<file path="src/rtl/mvm_scheduler_pkg.sv">
// Shared types and constants for the matrix-vector scheduler.
package mvm_scheduler_pkg;

  localparam int DATA_W        = 8;
  localparam int N_MAX_DEFAULT = 8;

  typedef logic [DATA_W-1:0] data_t;

  typedef enum logic [2:0] {
    IDLE, LOAD, RUN, DRAIN, EMIT, FINISH
  } sched_state_t;

  // A dimension is usable when it is non-zero and fits the stored matrix.
  function automatic logic dim_legal(input int d, input int nmax);
    return (d >= 1) && (d <= nmax);
  endfunction

endpackage

</file>
<file path="src/rtl/mvm_scheduler_addr_gen.sv">
// Row/column counters and RAM address generation for mvm_scheduler.
// 'ahead' presents the next column's address (prefetch during RUN);
// 'issue' gates the addresses, so they read 0 whenever no read is wanted.
module mvm_addr_gen
  import mvm_scheduler_pkg::*;
#(
  parameter  int N_MAX = N_MAX_DEFAULT,
  localparam int DIMW  = $clog2(N_MAX+1),
  localparam int RW    = $clog2(N_MAX),
  localparam int AW    = $clog2(N_MAX*N_MAX)
) (
  input  logic            clk,
  input  logic            rst,
  input  logic [DIMW-1:0] dim,
  input  logic            clear,
  input  logic            step_col,
  input  logic            step_row,
  input  logic            ahead,
  input  logic            issue,
  output logic [RW-1:0]   row,
  output logic [RW-1:0]   col,
  output logic [AW-1:0]   mat_addr,
  output logic [AW-1:0]   vec_addr,
  output logic            last_col,
  output logic            last_row
);

  logic [RW-1:0] col_sel;

  // Counters: a new row always restarts at column 0.
  always_ff @(posedge clk) begin
    if (rst || clear) begin
      row <= '0;
      col <= '0;
    end else if (step_row) begin
      row <= row + RW'(1);
      col <= '0;
    end else if (step_col) begin
      col <= col + RW'(1);
    end
  end

  // Address and last-element flags.
  always_comb begin
    col_sel  = ahead ? col + RW'(1) : col;
    mat_addr = issue ? AW'(row) * AW'(N_MAX) + AW'(col_sel) : '0;
    vec_addr = issue ? AW'(col_sel) : '0;
    last_col = (DIMW'(col) == dim - DIMW'(1));
    last_row = (DIMW'(row) == dim - DIMW'(1));
  end

endmodule

</file>
<file path="src/rtl/mvm_scheduler.sv">
// Sequences a shared MAC PE to compute y = M*v one row at a time.
// Optional feature: define MVM_SCHED_PERF_EN to add the perf_cycles counter.
module mvm_scheduler
  import mvm_scheduler_pkg::*;
#(
  parameter  int DW    = DATA_W,
  parameter  int N_MAX = N_MAX_DEFAULT,
  localparam int DIMW  = $clog2(N_MAX+1),
  localparam int RW    = $clog2(N_MAX),
  localparam int AW    = $clog2(N_MAX*N_MAX)
) (
  input  logic            clk,
  input  logic            rst,
  input  logic            start,
  input  logic [DIMW-1:0] dim,
  output logic            busy,
  output logic            done,
  output logic            err,
  output logic [AW-1:0]   mat_addr,
  input  logic [DW-1:0]   mat_data,
  output logic [RW-1:0]   vec_addr,
  input  logic [DW-1:0]   vec_data,
  output logic            pe_enable,
  output logic [DW-1:0]   pe_a,
  output logic [DW-1:0]   pe_b,
  output logic            pe_retro,
  output logic [DW-1:0]   pe_prev,
  input  logic [DW-1:0]   pe_out,
  input  logic            pe_done,
  output logic            res_valid,
  input  logic            res_ready,
  output logic [DW-1:0]   res_data,
  output logic [RW-1:0]   res_idx
`ifdef MVM_SCHED_PERF_EN
  ,
  output logic [31:0]     perf_cycles
`endif
);

  sched_state_t    state, state_nx;
  logic [DIMW-1:0] dim_q;
  logic            accept, legal;
  logic            clear, step_col, step_row, ahead, issue;
  logic [RW-1:0]   row, col;
  logic [AW-1:0]   vec_addr_full;
  logic            last_col, last_row;

  assign legal  = dim_legal(int'(dim), N_MAX);
  assign accept = (state == IDLE) && start && legal;

  mvm_addr_gen #(.N_MAX(N_MAX)) u_addr (
    .clk      (clk),
    .rst      (rst),
    .dim      (dim_q),
    .clear    (clear),
    .step_col (step_col),
    .step_row (step_row),
    .ahead    (ahead),
    .issue    (issue),
    .row      (row),
    .col      (col),
    .mat_addr (mat_addr),
    .vec_addr (vec_addr_full),
    .last_col (last_col),
    .last_row (last_row)
  );

  // The column index never exceeds N_MAX-1, so the upper bits are always 0.
  assign vec_addr = vec_addr_full[RW-1:0];

  // State register.
  always_ff @(posedge clk) begin
    if (rst) state <= IDLE;
    else     state <= state_nx;
  end

  // Next-state logic.
  always_comb begin
    state_nx = state;
    case (state)
      IDLE:    if (accept) state_nx = LOAD;
      LOAD:    state_nx = RUN;
      RUN:     if (last_col) state_nx = DRAIN;
      DRAIN:   if (pe_done) state_nx = EMIT;
      EMIT:    if (res_ready) state_nx = last_row ? FINISH : LOAD;
      FINISH:  state_nx = IDLE;
      default: state_nx = IDLE;
    endcase
  end

  // Outputs and counter controls decoded from the current state.
  always_comb begin
    busy      = (state != IDLE);
    done      = (state == FINISH);
    res_valid = (state == EMIT);
    pe_enable = 1'b0;
    pe_a      = '0;
    pe_b      = '0;
    pe_retro  = 1'b0;
    pe_prev   = '0;
    clear     = accept;
    step_col  = (state == RUN) && !last_col;
    step_row  = (state == EMIT) && res_ready && !last_row;
    ahead     = (state == RUN);
    issue     = (state == LOAD) || ((state == RUN) && !last_col);
    if (state == RUN) begin
      pe_enable = 1'b1;
      pe_a      = mat_data;
      pe_b      = vec_data;
      pe_retro  = (col != '0);
      pe_prev   = pe_out;
    end
  end

  // Latched dimension, captured row result and illegal-start pulse.
  always_ff @(posedge clk) begin
    if (rst) begin
      dim_q    <= '0;
      res_data <= '0;
      res_idx  <= '0;
      err      <= 1'b0;
    end else begin
      err <= (state == IDLE) && start && !legal;
      if (accept) dim_q <= dim;
      if (state == DRAIN && pe_done) begin
        res_data <= pe_out;
        res_idx  <= row;
      end
    end
  end

`ifdef MVM_SCHED_PERF_EN
  // Busy-cycle counter: restarts on each accepted start, saturates, holds when idle.
  always_ff @(posedge clk) begin
    if (rst)                                perf_cycles <= '0;
    else if (accept)                        perf_cycles <= '0;
    else if (busy && perf_cycles != '1)     perf_cycles <= perf_cycles + 32'd1;
  end
`endif

endmodule

</file>
<file path="config.mk">
export PLATFORM = sky130hd
export DESIGN_NAME = mvm_scheduler
export DESIGN_NICKNAME = d
export VERILOG_FILES = /design/src/rtl/mvm_scheduler_pkg.sv /design/src/rtl/mvm_scheduler_addr_gen.sv /design/src/rtl/mvm_scheduler.sv
export SDC_FILE = /design/constraint.sdc
export NUM_CORES = 1
export LEC_CHECK = 0
export CORE_MARGIN = 2
export CORE_UTILIZATION = 42
export CTS_CLUSTER_DIAMETER = 40
export DETAILED_ROUTE_END_ITERATION = 12
export PLACE_DENSITY_LB_ADDON = 0.15
export SLEW_MARGIN = 10
export SYNTH_ARGS = -nofsm -noshare
export SYNTH_HDL_FRONTEND = slang
export SYNTH_SLANG_ARGS = --single-unit
</file>
<file path="constraint.sdc">
create_clock -name clk -period 6 [get_ports clk]
set_clock_uncertainty 0.2 [all_clocks]
set_input_delay 1.2 -clock clk [delete_from_list [all_inputs] [get_ports clk]]
set_output_delay 1.2 -clock clk [all_outputs]
set_load 0.1 [all_outputs]
</file>
After elaboration in Yosys (flattened, before gate mapping)
Index checks and enable logic that the tools add are counted.
- muxes and demuxes: 14
- equal/unequal tests: 11
- $lt $le $gt $ge: 2
- reduce and logical (&&, ||, !) cells: 18
- add/sub/neg operators: 4
- operator list (cell ; count):
    2-to-1 mux 8 bit ; 3
    2-to-1 mux 3 bit ; 7
    one-hot mux 3 bit (5 select lines) ; 1
    equality test 3 x 4 -> 1 bit ; 2
    logical AND 1 bit ; 8
    adder 3 x 1 -> 3 bit, second input constant ; 2
    adder 6 x 3 -> 6 bit ; 1
    equality test 3 x 2 -> 1 bit, second input constant ; 2
    equality test 3 bit, second input constant ; 2
    2-to-1 mux 6 bit ; 1
    nonzero test 3 bit ; 2
    greater-or-equal comparator 4 x 1 -> 1 bit, second input constant ; 1
    less-or-equal comparator 4 bit, second input constant ; 1
    inequality test 2 x 1 -> 1 bit, second input constant ; 2
    inequality test 2 bit, second input constant ; 2
    AND reduction 4 bit ; 1
    subtractor 4 x 1 -> 4 bit, second input constant ; 1
    equality test 3 x 1 -> 1 bit, second input constant ; 1
    logical NOT 1 bit ; 3
    logical NOT 3 bit ; 1
    logical OR 1 bit ; 2
    2-to-1 mux 1 bit ; 2
    OR reduction 2 bit ; 1
- output and inout port bits: 50
- flip-flop bits (word level): 25
- logic and storage cells: 56

Longest topological paths before layout
- depth in word-level cells: 6
- gate-level depth with buffers: 9
- gate-level depth less buffers: 7

By module
Synthesis repeated with hierarchy kept, for this count alone.
- cells, all modules: 187
- area total of the unflattened synthesis: 1495.2 um^2
- by module, submodules not included (module ; sequential area each (um^2) ; area each (um^2) ; instances ; cells each):
    mvm_scheduler ; 380.4 ; 1022.2 ; 1 ; 133
    mvm_addr_gen ; 120.1 ; 473.0 ; 1 ; 54

Worst setup path after synthesis
Ideal clock, no wire load.
- path type: register -> output
- start: reg dim_q[0]
- end: out vec_addr[0]
- data required time: 4600 ps
- setup slack: 1109 ps
- buffers on the path: 2
- cell stages (with the launch flop): 10
- arrival time: 3491 ps
- cell sequence: dfxtp_1 -> buf_6 -> inv_1 -> ha_1 -> xnor2_1 -> nand2b_1 -> a31oi_1 -> a31oi_2 -> a21oi_1 -> buf_4
- word-level cells in the longest chain between the ends: 6
- ends and longest elaborated chain (what ; line ; text):
    start: declaration ; mvm_scheduler.sv:41 ; logic [DIMW-1:0] dim_q;
    start signal: assignment ; mvm_scheduler.sv:124 ; if (accept) dim_q <= dim;
    subtractor 4 x 1 -> 4 bit ; mvm_scheduler_addr_gen.sv:48 ; last_col = (DIMW'(col) == dim - DIMW'(1));
    equality test 3 x 4 -> 1 bit ; mvm_scheduler_addr_gen.sv:48 ;
    logical NOT 1 bit ; mvm_scheduler.sv:105 ; issue = (state == LOAD) || ((state == RUN) && !last_col);
    logical AND 1 bit ; mvm_scheduler.sv:105 ;
    logical OR 1 bit ; mvm_scheduler.sv:105 ;
    2-to-1 mux 3 bit ; mvm_scheduler_addr_gen.sv:47 ; vec_addr = issue ? AW'(col_sel) : '0;
    end: declaration ; mvm_scheduler.sv:21 ; output logic [RW-1:0] vec_addr,
Every way passes these cells.

Final worst setup path
Same ends and word-level chain as after synthesis.

==> key figures <==
Clocking
  – Library cell used as clock root buffer: sky130_fd_sc_hd__clkbuf_8
  – H-Tree Level Count: 1
  – Number of buffers created by CTS: 3
  – Cts-stage hold buffer count: 0
  – Gates resized, CTS repair: 0
  – Insertion delay of the later-clocked pin in the worst-skew pair: 0.27 ns
  – Postcts setup bufs: 0
  – Buffers from clock root to sink, at most: 2
  – Clock input transition at the sequential cells of the worst setup and hold paths: 0.09 ns
  – CTS tree: yes
  – Clock sink count: 25

Pwr
  – Worst supply voltage drop on vdd: 116 µV
  – Cell Pwr Density: 195 nW/µm²
  – Standby leakage power: 0.000889 µW

Floorplan
  – Number of rows in the core area: 22
  – CORE AREA: 3630 µm²
  – Starting Density: 0.433
  – Area of the die: 4250 µm²
  – I/O Pins: 83
  – Die Height: 65.2 µm
  – X dimension of the die: 65.2 µm

Job
  – MaxCap Viol Count: 0

Final layout
  – Sequential cell area: 500 µm²
  – Filler cells: 334
  – Area growth from synthesis to layout: 54.6%
  – Area occupied by multi-input gates: 968 µm²
  – Antenna Cells: 0
  – Final standard cell count with taps included and fillers excluded: 320
  – Layout cells sized above 1: 0.0699
  – # nets final: 310
  – Most common cell after layout, fill and taps aside: sky130_fd_sc_hd__clkdlybuf4s50_1
  – Highest-count cells in the layout ignoring fill and taps: 82 x sky130_fd_sc_hd__clkdlybuf4s50_1, 27 x sky130_fd_sc_hd__nand2_1, 25 x sky130_fd_sc_hd__dfxtp_1

Worst setup path
  – Cell depth of the worst flop-to-flop path: 7
  – Reg-to-reg endpoint: u_addr.row[2]$_SDFFE_PP0P_
  – Worst EP arrival: 3.33 ns
  – Kind of capture point of the worst setup path: primary output
  – Critical path required time: 4.60 ns
  – Critical path peak fanout: 6
  – Worst flop-to-flop path startpoint: dim_q[0]$_SDFFE_PP0P_
  – Crit path kind: register to primary output
  – Sort of element at the start of the critical path: register
  – Launching element of the worst setup path: dim_q[0]$_SDFFE_PP0P_
  – R2R setup slack: 3.84 ns

STA
  – Worst slew slack as a fraction of its limit: 0.334
  – Endpoints failing hold: 0
  – Slew @ Worst Pin: 0.996 ns
  – Final worst-path cycle share: 0.788
  – Slew Viols, Final: 0
  – Setup Total Neg Slack: 0 ns
  – RSZ-0062 raised after global routing: false
  – Post-route setup slack: 1.27 ns
  – Post-Route Hold Slack: 0.256 ns
  – Final setup violating endpoints: 0
  – Tmin final: 4.73 ns
  – Max Fclk: 212 MHz

Yosys
  – Yosys warning count: 0
  – Syn_nets: 235
  – Post-Syn Instances: 198
  – Post-synthesis sequential element count: 25
  – Commonest register cell after synthesis: sky130_fd_sc_hd__dfxtp_1
  – Post-synthesis instance area: 1570 µm²
  – Sequential element share of the synthesized area: 0.318
  – Share of synthesized registers carrying an async set or reset: 0
  – Synth Area per Inst: 7.95 µm²
  – Number of distinct library cell variants in the gate-level netlist after synthesis: 44
  – Number of enable-type register cells in the synthesized netlist: 0

Placed design
  – Final weighted congestion in routability-driven placement: 0.896
  – Placed Cells incl. Taps: 316
  – Placement-stage worst setup slack: 1.58 ns
  – I/O Buffers: 82
  – DPL Wire Length: 3020 µm

Routing
  – Via-per-instance ratio: 4.91
  – DRC violation count after routing: 0
  – TritonRoute pass-1 iters: 4
  – DRT antenna net count: 0
  – DRT iter0 DRCs: 83
  – Overall via count from detail_route: 1572
  – Overall routed net length: 3820 µm
  – Routed wirelength normalized by instance count: 11.9 µm

Global route
  – Maximum number of pins on one net before global-route repair: 30
  – Via count of the first global-routing pass: 1269
  – Initial antenna violation count: 0
  – Overall overflow remaining after global route: 0
  – First-pass GRT wire length: 5970 µm
  – Total track usage: 0.177

Min path
  – Endpoint of the worst hold path: res_data[1]$_SDFFE_PP0P_
  – Worst hold-check path type: register to register
  – Startpoint of the most critical hold path: res_data[1]$_SDFFE_PP0P_
  – Depth of the worst hold-timing path: 2

Status
  – Outcome: completed
[layer usage]
metal  global-route usage  up-vias  routed length, µm  part of all wire
met3               0.0428        4                253             0.066
li1                     -      810                  -                 -
met5                    0        -                  0                 0
met1                0.237      710               1700              0.45
met2                0.282       48               1820              0.48
met4               0.0547        0                 43             0.011
[worst max path at each step]
| stage | slack (ns) | endpoint | depth (start not counted) |
|---|---|---|---|
| after global placement | 1.67 | pe_prev[3] | 3 |
| after floorplan | 1.11 | vec_addr[0] | 9 |
| after CTS | 1.27 | vec_addr[0] | 8 |
| after detailed placement | 1.58 | vec_addr[0] | 8 |
| final | 1.27 | vec_addr[0] | 8 |
| after global routing | 1.12 | vec_addr[0] | 8 |
[where the power goes]
part           internal (µW)  leakage (µW)  switching, µW  total (µW)
combinational           61.2      0.000661            134         195
sequential               170      0.000202           7.84         178
clock                   46.6     0.0000255           56.2         103
[sequential cells by signal (all words and copies together), names as in the netlist]
name	flops
res_idx	3
u_addr.row	3
dim_q	4
err	1
res_data	8
u_addr.col	3
state	3
[cell usage after synthesis, types with 4 or more instances]
cell type / count / area (µm²)
sky130_fd_sc_hd__o21ai_0: 4 / 20.0
sky130_fd_sc_hd__and2_1: 24 / 150
sky130_fd_sc_hd__nor2b_1: 6 / 37.5
sky130_fd_sc_hd__xnor2_1: 6 / 52.6
sky130_fd_sc_hd__nor2_1: 13 / 48.8
sky130_fd_sc_hd__clkbuf_1: 5 / 18.8
sky130_fd_sc_hd__a21oi_1: 19 / 95.1
sky130_fd_sc_hd__ha_1: 4 / 50.1
sky130_fd_sc_hd__nand3_1: 5 / 25.0
sky130_fd_sc_hd__nand2b_1: 5 / 31.3
sky130_fd_sc_hd__dfxtp_1: 25 / 500
sky130_fd_sc_hd__inv_1: 8 / 30.0
sky130_fd_sc_hd__nand2_1: 27 / 101
sky130_fd_sc_hd__mux2i_1: 5 / 50.1
[worst max-delay path: stages, from the launching register on]
cell and delay, ns:
sky130_fd_sc_hd__dfxtp_1 0.48, sky130_fd_sc_hd__inv_1 0.08, sky130_fd_sc_hd__ha_1 0.27, sky130_fd_sc_hd__xnor2_1 0.21, sky130_fd_sc_hd__o31ai_2 0.10, sky130_fd_sc_hd__a31oi_1 0.41
sky130_fd_sc_hd__a31oi_2 0.14, sky130_fd_sc_hd__a21oi_1 0.20, sky130_fd_sc_hd__clkdlybuf4s50_1 1.16
[cells by family after synthesis]
| logic type | count (synthesis) | share of synthesized area |
|---|---|---|
| muxes | 5 | 0.0318 |
| AOI/OAI and AO/OA | 38 | 0.172 |
| and+or+nand+nor | 95 | 0.330 |
| xor gates and xnor gates | 9 | 0.0501 |
| buffers and inverters | 22 | 0.0668 |
| DFF | 25 | 0.318 |
| adders and majority gates | 4 | 0.0318 |
[stage by stage]
step | util | power (µW) | area [µm²]
final | 0.670 | 476 | 2430
after global routing | 0.670 | 496 | 2430
after CTS | 0.670 | 478 | 2430
after floorplan | - | 325 | 1570
after global placement | 0.657 | 377 | 2390
after detailed placement | 0.657 | 377 | 2390
[final cells by class]
type	count	share of cell area
Inverter	10	0.0154
Clock buffer	3	0.0170
Sequential cell	25	0.206
Tap cell	48	0.0247
Timing Repair Buffer	82	0.337
Multi-Input combinational cell	151	0.398
Clock inverter	1	0.00206
Power figures use the tool's default switching activity.
